--- config.mk ---
export PLATFORM = sky130hd
export DESIGN_NAME = row_render_flat
export DESIGN_NICKNAME = d
export VERILOG_FILES = /design/src/rtl/row_render_pkg.sv /design/src/rtl/row_render_if.sv /design/src/rtl/row_render_tex_stepper.sv /design/src/rtl/row_render.sv /design/src/flat_wrapper.sv
export SDC_FILE = /design/constraint.sdc
export NUM_CORES = 1
export LEC_CHECK = 0
export ABC_AREA = 1
export BUFFER_PORTS_ARGS = -buffer_cell sky130_fd_sc_hd__buf_4
export CAP_MARGIN = 15
export CORE_MARGIN = 4
export CORE_UTILIZATION = 45
export CTS_CLUSTER_SIZE = 12
export DETAILED_ROUTE_END_ITERATION = 8
export SYNTH_ARGS = -nofsm -noshare
export SYNTH_HDL_FRONTEND = slang
export SYNTH_SLANG_ARGS = --single-unit
export TNS_END_PERCENT = 20
--- constraint.sdc ---
create_clock -name clk -period 5.1 [get_ports clk]
set_input_delay 0.255 -clock clk [delete_from_list [all_inputs] [get_ports clk]]
set_output_delay 0.255 -clock clk [all_outputs]
set_load 0.005 [all_outputs]
--- src/rtl/row_render_pkg.sv ---
// Shared constants, colour packing and region encodings for the scanline renderer.
package row_render_pkg;

    localparam int RGB_W = 6;
    localparam int CH_W  = 2;

    // Line geometry, held at 11 bits so wall bounds never wrap.
    localparam logic [10:0] H_VIS = 11'd640;
    localparam logic [10:0] H_MID = 11'd320;

    // Screen regions walked across each visible line.
    typedef enum logic [1:0] {
        BLANK = 2'd0,
        SKY   = 2'd1,
        WALL  = 2'd2,
        FLOOR = 2'd3
    } region_t;

    // Packs three 2-bit channels into {r, g, b}.
    function automatic logic [RGB_W-1:0] packRgb(input logic [CH_W-1:0] r,
                                                 input logic [CH_W-1:0] g,
                                                 input logic [CH_W-1:0] b);
        return {r, g, b};
    endfunction

    localparam logic [RGB_W-1:0] SKY_RGB   = 6'b01_01_11;
    localparam logic [RGB_W-1:0] FLOOR_RGB = 6'b01_01_01;

endpackage

--- src/rtl/row_render_if.sv ---
// Pixel-side bus between the beam timing / wall tracer and the row renderer.
// There is no handshake: every clock carries one pixel position, and o_rgb
// answers the hpos/visible presented exactly two clocks earlier. i_size,
// i_side and i_tex are only sampled on the clock after hmax (line start).
// state is a debug view of the renderer's region FSM.
interface row_render_if;
    import row_render_pkg::*;

    logic [9:0]       hpos;
    logic             hmax;
    logic             visible;
    logic [10:0]      i_size;
    logic             i_side;
    logic [5:0]       i_tex;
    logic [RGB_W-1:0] o_rgb;
    region_t          state;

    modport master (
        output hpos, hmax, visible, i_size, i_side, i_tex,
        input  o_rgb, state
    );

    modport slave (
        input  hpos, hmax, visible, i_size, i_side, i_tex,
        output o_rgb, state
    );

endinterface

--- src/rtl/row_render_tex_stepper.sv ---
// Texture row stepper: advances v by size/32 pixels per texel using an
// error accumulator instead of a divider. At most one step per pixel.
module tex_stepper (
    input  logic        clk,
    input  logic        reset,
    input  logic        clear,
    input  logic        en,
    input  logic [10:0] size,
    output logic [5:0]  v
);

    logic [11:0] acc;
    logic [11:0] accAdd;
    logic [11:0] sizeExt;

    assign accAdd  = acc + 12'd32;
    assign sizeExt = {1'b0, size};

    // Accumulate 32 per wall pixel; each time the error reaches size, step v.
    always_ff @(posedge clk or posedge reset) begin
        if (reset) begin
            acc <= '0;
            v   <= '0;
        end else if (clear) begin
            acc <= '0;
            v   <= '0;
        end else if (en) begin
            if (accAdd >= sizeExt) begin
                acc <= accAdd - sizeExt;
                v   <= (v == 6'd63) ? v : v + 6'd1;
            end else begin
                acc <= accAdd;
            end
        end
    end

endmodule

--- src/rtl/row_render.sv ---
// Per-scanline pixel generator: captures the traced wall at line start and
// emits sky, textured wall or floor colour with a fixed two-clock latency.
// Sync signals travelling alongside must be delayed by two clocks upstream.
module row_render
    import row_render_pkg::*;
(
    input  logic          clk,
    input  logic          reset,
    row_render_if.slave   bus
);

    logic        lineStart;
    logic [9:0]  hposD;
    logic        visibleD;
    logic [10:0] sizeR;
    logic        sideR;
    logic [5:0]  uR;
    logic [10:0] wallStart;
    logic [10:0] wallEnd;

    region_t          state;
    region_t          region;
    region_t          nextState;
    logic [10:0]      hposNext;
    logic [5:0]       v;
    logic [5:0]       t;
    logic [RGB_W-1:0] texel;
    logic [RGB_W-1:0] oRgb;
    logic             texClear;
    logic             texEn;

    // Stage A: line-start detect, pixel position delay and wall capture.
    always_ff @(posedge clk or posedge reset) begin
        if (reset) begin
            lineStart <= 1'b0;
            hposD     <= '0;
            visibleD  <= 1'b0;
            sizeR     <= '0;
            sideR     <= 1'b0;
            uR        <= '0;
            wallStart <= '0;
            wallEnd   <= '0;
        end else begin
            lineStart <= bus.hmax;
            hposD     <= bus.hpos;
            visibleD  <= bus.visible;
            if (lineStart) begin
                sizeR     <= bus.i_size;
                sideR     <= bus.i_side;
                uR        <= bus.i_tex;
                wallStart <= (bus.i_size >= H_MID) ? 11'd0 : H_MID - bus.i_size;
                wallEnd   <= (bus.i_size >= H_VIS - H_MID) ? H_VIS : H_MID + bus.i_size;
            end
        end
    end

    assign hposNext = {1'b0, hposD} + 11'd1;

    // Region of the pixel in stage B, and the region the following pixel enters.
    always_comb begin
        region    = state;
        nextState = BLANK;
        if (lineStart || !visibleD) begin
            region = BLANK;
        end else if (state == BLANK && hposD == 10'd0) begin
            if (wallEnd == 11'd0)
                region = FLOOR;
            else if (wallStart == 11'd0)
                region = WALL;
            else
                region = SKY;
        end
        nextState = region;
        case (region)
            SKY:     if (hposNext == wallStart)
                         nextState = (wallStart == wallEnd) ? FLOOR : WALL;
            WALL:    if (hposNext == wallEnd)
                         nextState = FLOOR;
            default: nextState = region;
        endcase
        if (lineStart)
            nextState = BLANK;
    end

    // Restart the texture walk at each line and whenever a wall begins.
    assign texClear = lineStart || (region != WALL && nextState == WALL);
    assign texEn    = (region == WALL);

    tex_stepper uStepper (
        .clk   (clk),
        .reset (reset),
        .clear (texClear),
        .en    (texEn),
        .size  (sizeR),
        .v     (v)
    );

    // Y-side walls are shaded by halving each channel.
    always_comb begin
        t     = uR ^ v;
        texel = sideR ? packRgb({1'b0, t[5]}, {1'b0, t[3]}, 2'b00)
                      : packRgb(t[5:4], t[3:2], 2'b00);
    end

    // Stage B: region FSM with registered colour output.
    always_ff @(posedge clk or posedge reset) begin
        if (reset) begin
            state <= BLANK;
            oRgb  <= '0;
        end else begin
            state <= nextState;
            case (region)
                SKY:     oRgb <= SKY_RGB;
                WALL:    oRgb <= texel;
                FLOOR:   oRgb <= FLOOR_RGB;
                default: oRgb <= '0;
            endcase
        end
    end

    assign bus.o_rgb = oRgb;
    assign bus.state = state;

endmodule

--- src/flat_wrapper.sv ---
// flat-port wrapper written by rule: the top's interface ports become plain ports
module row_render_flat import row_render_pkg::*;
  (clk, reset, bus_hpos, bus_hmax, bus_visible, bus_i_size, bus_i_side, bus_i_tex, bus_o_rgb, bus_state);
  row_render_if bus_i ();
  input  logic clk;
  input  logic reset;
  input wire logic [$bits(bus_i.hpos)-1:0] bus_hpos;
  input wire logic [$bits(bus_i.hmax)-1:0] bus_hmax;
  input wire logic [$bits(bus_i.visible)-1:0] bus_visible;
  input wire logic [$bits(bus_i.i_size)-1:0] bus_i_size;
  input wire logic [$bits(bus_i.i_side)-1:0] bus_i_side;
  input wire logic [$bits(bus_i.i_tex)-1:0] bus_i_tex;
  output wire logic [$bits(bus_i.o_rgb)-1:0] bus_o_rgb;
  output wire logic [$bits(bus_i.state)-1:0] bus_state;
  assign bus_i.hpos = bus_hpos;
  assign bus_i.hmax = bus_hmax;
  assign bus_i.visible = bus_visible;
  assign bus_i.i_size = bus_i_size;
  assign bus_i.i_side = bus_i_side;
  assign bus_i.i_tex = bus_i_tex;
  assign bus_o_rgb = bus_i.o_rgb;
  assign bus_state = bus_i.state;
  row_render u_core (.clk(clk), .reset(reset), .bus(bus_i));
endmodule
==> results of run 1 <==
==> routing by layer <==
| layer | up-vias | track usage | wire length [um] |
|---|---|---|---|
| met2 | 89 | 0.301 | 5010 |
| met3 | 21 | 0.0515 | 547 |
| li1 | 2148 | - | - |
| met5 | - | 0 | 0 |
| met1 | 1884 | 0.289 | 5860 |
| met4 | 0 | 0.0764 | 281 |
==> placed cells by master (no fill, tap or decap), drive strengths merged, types with 9 or more instances in the layout <==
cell | netlist | layout
nand2 | 171 | 171
o22ai | 14 | 14
xor2 | 22 | 22
nor3 | 9 | 9
dfrtp | 75 | 75
buf | 3 | 40
dlygate4sd3 | 0 | 12
o21ai | 35 | 35
nand4 | 13 | 13
a21oi | 20 | 20
inv | 95 | 95
nand3 | 59 | 59
clkbuf | 8 | 12
ha | 23 | 23
nor2 | 57 | 57
==> report_power, final <==
| part | internal, mW | leakage [nW] | total, mW | switching, mW |
|---|---|---|---|---|
| clock | 0.202 | 0.0884 | 0.432 | 0.230 |
| combinational | 0.0773 | 1.75 | 0.205 | 0.128 |
| sequential | 0.618 | 0.975 | 0.637 | 0.0198 |
| total | 0.897 | 2.81 | 1.28 | 0.378 |
==> how the worst min path moves through the flow <==
stage,start,to,slack (ns),cells past startpoint
4_1_cts,bus_i_tex[5],u_core.uR[5],0.06,3
5_1_grt,bus_i_tex[5],u_core.uR[5],0.09,3
3_3_place_gp,bus_hpos[0],u_core.hposD[0],0.36,1
6_report,bus_i_tex[5],u_core.uR[5],0.08,3
3_5_place_dp,bus_hpos[0],u_core.hposD[0],0.37,1
2_1_floorplan,bus_hpos[0],u_core.hposD[0],0.29,0
==> flip-flops by register name, indices dropped and copies added (netlist names) <==
register,count
u_core.uStepper.acc,12
u_core.sizeR,11
u_core.wallEnd,11
u_core.hposD,10
u_core.wallStart,10
u_core.bus.o_rgb,6
u_core.uStepper.v,6
u_core.uR,4
u_core.bus.state,2
u_core.lineStart,1
u_core.sideR,1
u_core.visibleD,1
==> cell usage after synthesis <==
library cell,instances,area [um^2]
nand3b_1,6,45.0
inv_1,95,357
o21bai_1,1,7.51
dfrtp_1,75,1880
nand3_2,4,40.0
xor2_1,22,193
xnor2_1,6,52.6
nor2_1,40,150
a22oi_1,1,7.51
ha_1,23,288
a21oi_1,19,95.1
nor4_1,4,25.0
o22ai_1,14,87.6
nor2_2,15,93.8
clkbuf_1,8,30.0
o31ai_1,1,7.51
o211ai_1,6,45.0
o21ai_1,3,15.0
nand2_2,6,37.5
nor3_1,9,45.0
nand3_1,55,275
o21ai_0,32,160
fa_1,1,20.0
clkinv_1,1,3.75
nand4_1,13,81.3
nor2_4,2,22.5
o2111ai_1,1,8.76
buf_1,1,3.75
a31oi_1,1,6.26
buf_2,1,5.00
buf_6,1,11.3
a21oi_4,1,16.3
o21a_1,1,7.51
nand2_1,165,619
==> area by class of cell <==
type	instances	area, um^2
Inverter	96	360
Tap cell	136	170
Sequential cell	75	1880
Fill cell	1007	4820
Multi-Input combinational cell	452	2450
Clock inverter	4	25.0
Clock buffer	12	155
Timing Repair Buffer	52	420
==> cell families (layout without fill, tap and decap cells) <==
group	after synthesis	in the layout	share of synthesized area
simple gates	319	319	0.303
buf+inv	107	164	0.0866
compound gates	81	81	0.0979
flops	75	75	0.396
xor+xnor	28	28	0.0517
fa+ha+maj	24	24	0.0649
==> worst reg2reg max path, delay by kind of cell, from the launching register on <==
kind	cells	cell delay, ns
compound gates	5	0.66
xor+xnor	1	0.27
fa+ha+maj	2	0.57
buf+inv	2	0.23
flops	1	0.42
simple gates	7	0.83
==> impl_metrics.toml, run 1 <==
[yosys]
syn_inst = 634
ys_ff_latch = 75
syn-num-nets = 690
ys_seq_area_frac = 0.396
syn_avg_cell_area_um2 = 7.48
synth_cell_types = 34
syn_area_um2 = 4740
yosysWarnings = 0

[timing]
slew_headroom = 0.370
min_period_over_period = 0.604
final.setup.worst_slack_ns = 2.02
finalHoldViolations = 0
slew_violations = 0
rsz0062_at_grt = "false"
fmax_mhz = 325
setup_violations = 0
tns_ns = 0
layout_min_cycle_time_ns = 3.08
hold_slack_ns = 0.0840
finalClockSkew_ns = 0.00846
worst_slew_pin_slew_ns = 0.946

[floorplan]
start_util = 0.461
die_h_um = 111
rows = 37
io_pins = 40
fp.dieArea_um2 = 12200
die_width_um = 111
core_area_um2 = 10300

[worst_setup_path]
critPathKind = "reg -> reg"
critPathArrivalTime_ns = 3.33
setup.worst_path.end = "u_core.uStepper.v[2]"
worst_setup_path_end_kind = "register"
cp-startpoint = "u_core.uStepper.acc[5]"
ff2ff_path_depth = 17
r2r_start = "u_core.uStepper.acc[5]"
r2r_end = "u_core.uStepper.v[2]"
cpMostUsedCell = "nand2_1"
cp_num_buf_inv = 2
required_ns = 5.35
cp-start-kind = "register"
cp_slowest_stage_delay_ns = 0.42
cp_max_fo = 14
r2r_slack_ns = 2.02
path_depth = 17
cp_top_family = "simple AND/OR/NAND/NOR gates"
worst_path_max_delay_cell = "dfrtp_1"
cp_cell_sequence = "ha_1 -> xor2_1 -> ha_1 -> a21oi_1 -> o21ai_1 -> a21oi_1 -> o21ai_1 -> nand2_1 -> nand3_2 -> nand2_2 -> inv_1 -> nand2_2 -> inv_1 -> nand2_1 -> nand2_1 -> o21ai_0 -> nor2_1"

[drt]
wl_per_cell_um = 14.1
vias = 4142
routed_wirelength_um = 11700
first_pass_iters = 5
avgViaCountPerCell = 5.01
drtAntennaViolNets = 0
drtIter0Drc = 269
post-route-drc-count = 0

[power_and_ir_drop]
p_leak_nw = 2.81
p_per_area_nw_per_um2 = 234
vdd_ir_drop_max_uv = 183
p_total_mw = 1.28

[clock_tree]
ctsResizeCount = 0
cts_max_level = 3
cts_hold_buf = 12
clockRootBuffer = "clkbuf_8"
cts_tree = "done"
clkLatencyLatePin_ns = 0.37
clk_pin_slew_ns = 0.08
post_cts_buffers = 0
cts_made_buffers = 9
cts.sinks = 75
clk_path_buf_depth = 2

[layout]
design_area_um2 = 5460
drive_gt1_frac = 0.122
final_cells = 827
final_util = 0.531
final_nets = 742
n_antenna_cell = 0
areaGrowthSynthToFinish_pct = 15.2

[placement]
place_congestion = 0.888
dp.cells = 799
place_ws_ns = 2.04
port_buffers = 37
dp.final_hpwl_um = 8820
place_area_um2 = 5160

[grt]
antenna_found_initial = 0
grt_pass1_vias = 4121
grt_first_pass_wirelength_um = 20300
overflow = 0
grtUsageTotal = 0.204
grt_max_degree = 76

[run]
drv_cap = 0

[hold_path]
hold_class = "in -> reg"

[status]
run_status = "complete, no violations"
Power figures use the tool's default switching activity.
==> run 2, diff against run 1 <==
==> constraint.sdc (replaced) <==
create_clock -name clk -period 3.15 [get_ports clk]
set_input_delay 0.1575 -clock clk [delete_from_list [all_inputs] [get_ports clk]]
set_output_delay 0.1575 -clock clk [all_outputs]
set_load 0.005 [all_outputs]
==> impl_metrics.toml, run 2 (synthesis gave the netlist of run 1 again) <==
[worst_setup_path]
critPathKind = "reg -> reg"
required_ns = 3.39
cp_max_fo = 11
critPathArrivalTime_ns = 3.08
cp-start-kind = "register"
worst_setup_path_end_kind = "register"

[layout]
final_cell_mix = "165 x nand2_1, 93 x inv_1, 75 x dfrtp_1"
drive_gt1_frac = 0.130
final_nets = 749
largest_reg_flops = 12
fillers = 1062
multi_input_area_um2 = 2470
final-seq-area_um2 = 1880
n_antenna_cell = 0
top_register = "u_core.uStepper.acc"
areaGrowthSynthToFinish_pct = 18.9
top_regs = "u_core.uStepper.acc (12), u_core.sizeR (11), u_core.wallEnd (11)"
final_common_cell = "nand2_1"

[timing]
worst_slew_pin_slew_ns = 0.954
min_period_over_period = 0.902
slew_violations = 0
fmax_mhz = 352
layout_min_cycle_time_ns = 2.84
setup_violations = 0
rsz0062_at_grt = "false"
tns_ns = 0
finalHoldViolations = 0
slew_headroom = 0.364
finalClockSkew_ns = 0.00903

[clock_tree]
post_cts_buffers = 0
cts_tree = "done"
clk_path_buf_depth = 2
clkLatencyLatePin_ns = 0.36
clk_pin_slew_ns = 0.08
cts_max_level = 3
cts.sinks = 75
clockRootBuffer = "clkbuf_8"
cts_made_buffers = 9

[drt]
drtAntennaViolNets = 0
vias = 4239
avgViaCountPerCell = 5.08
post-route-drc-count = 0
routed_wirelength_um = 11500
drtIter0Drc = 237
wl_per_cell_um = 13.8
first_pass_iters = 4

[placement]
dp.final_hpwl_um = 8900
port_buffers = 37
place_congestion = 0.889

[grt]
antenna_found_initial = 0
grt_max_degree = 76
grt_first_pass_wirelength_um = 20000
overflow = 0
grt_pass1_vias = 4222
grtUsageTotal = 0.202

[floorplan]
core_area_um2 = 10300
rows = 37
die_h_um = 111
fp.dieArea_um2 = 12200
start_util = 0.461
die_width_um = 111
io_pins = 40

[power_and_ir_drop]
p_leak_nw = 2.88
p_total_mw = 2.37
p_per_area_nw_per_um2 = 420
vdd_ir_drop_max_uv = 290

[run]
drv_cap = 0

[status]
run_status = "complete, no violations"

[hold_path]
hold_class = "in -> reg"
run 2: changes by cell type in the layout (fill, tap and decap cells not counted), sizes merged:
cell / change
bufinv: +4
clkinv: -1
buf: +3
clkbuf: -2
inv: -1
dlygate4sd3: +4
run 2: stage by stage:
stage                      util  setup WS [ns]  cell area [um^2]  instances  hold WS (ns)
after floorplan               -          0.661              4740        634         0.189
after global placement    0.504          0.319              5180        802         0.267
after detailed placement  0.504          0.293              5180        802         0.268
after CTS                 0.547          0.271              5620        834       0.00622
after global routing      0.548        0.00193              5640        834        0.0339
final                     0.548          0.309              5640        834        0.0232
run 2: layer usage:
layer,track usage,up-vias,wire (um)
li1,-,2159,-
met3,0.0542,24,582
met4,0.0952,0,393
met5,0,-,0
met2,0.300,105,4910
met1,0.272,1951,5650
run 2: critical path, stage by stage (launching register included):
cell	delay, ns
dfrtp_1	0.42
inv_1	0.12
ha_1	0.20
nand3_1	0.09
nor3_1	0.24
nand2_1	0.08
nand2_1	0.08
nand2_1	0.12
ha_1	0.35
inv_1	0.06
nor2_1	0.21
inv_1	0.08
nand2_1	0.07
nand2_1	0.05
nand2_1	0.11
nand3_2	0.08
nand2_2	0.27
nor2_1	0.10
run 2: worst paths after layout:
| kind | startpoint | to | slack [ns] | depth (start not counted) |
|---|---|---|---|---|
| hold reg to reg | u_core.uR[2] | u_core.uR[2] | 0.50 | 2 |
| setup / recovery | u_core.hposD[0] | u_core.uStepper.v[2] | 0.31 | 17 |
| setup reg to reg | u_core.hposD[0] | u_core.uStepper.v[2] | 0.31 | 17 |
| max in group asynchronous | reset | u_core.hposD[4] | 2.44 | 3 |
| min in group asynchronous | reset | u_core.sizeR[2] | 0.07 | 3 |
| hold / removal | bus_i_size[5] | u_core.sizeR[5] | 0.02 | 3 |
run 2: what timing repair did:
| action | in CTS | in global routing |
|---|---|---|
| resized for setup | 0 | 4 |
| setup endpoints to repair | 0 | 4 |
| hold endpoints to repair | 16 | 0 |
| hold buffers | 16 | 0 |
run 2: area by class of cell:
type / count / area share
multi-input cells: 452 / 0.438
flip-flops and latches: 75 / 0.333
repair buffers: 59 / 0.0857
inverters: 96 / 0.0646
well taps: 136 / 0.0302
clock buffers: 10 / 0.0244
clock inverters: 6 / 0.0242
run 2: power breakdown:
group / switching [mW] / internal, mW / total [mW]
sequential: 0.0317 / 1.00 / 1.03
clock: 0.374 / 0.629 / 1.00
combinational: 0.205 / 0.131 / 0.335
total: 0.610 / 1.76 / 2.37
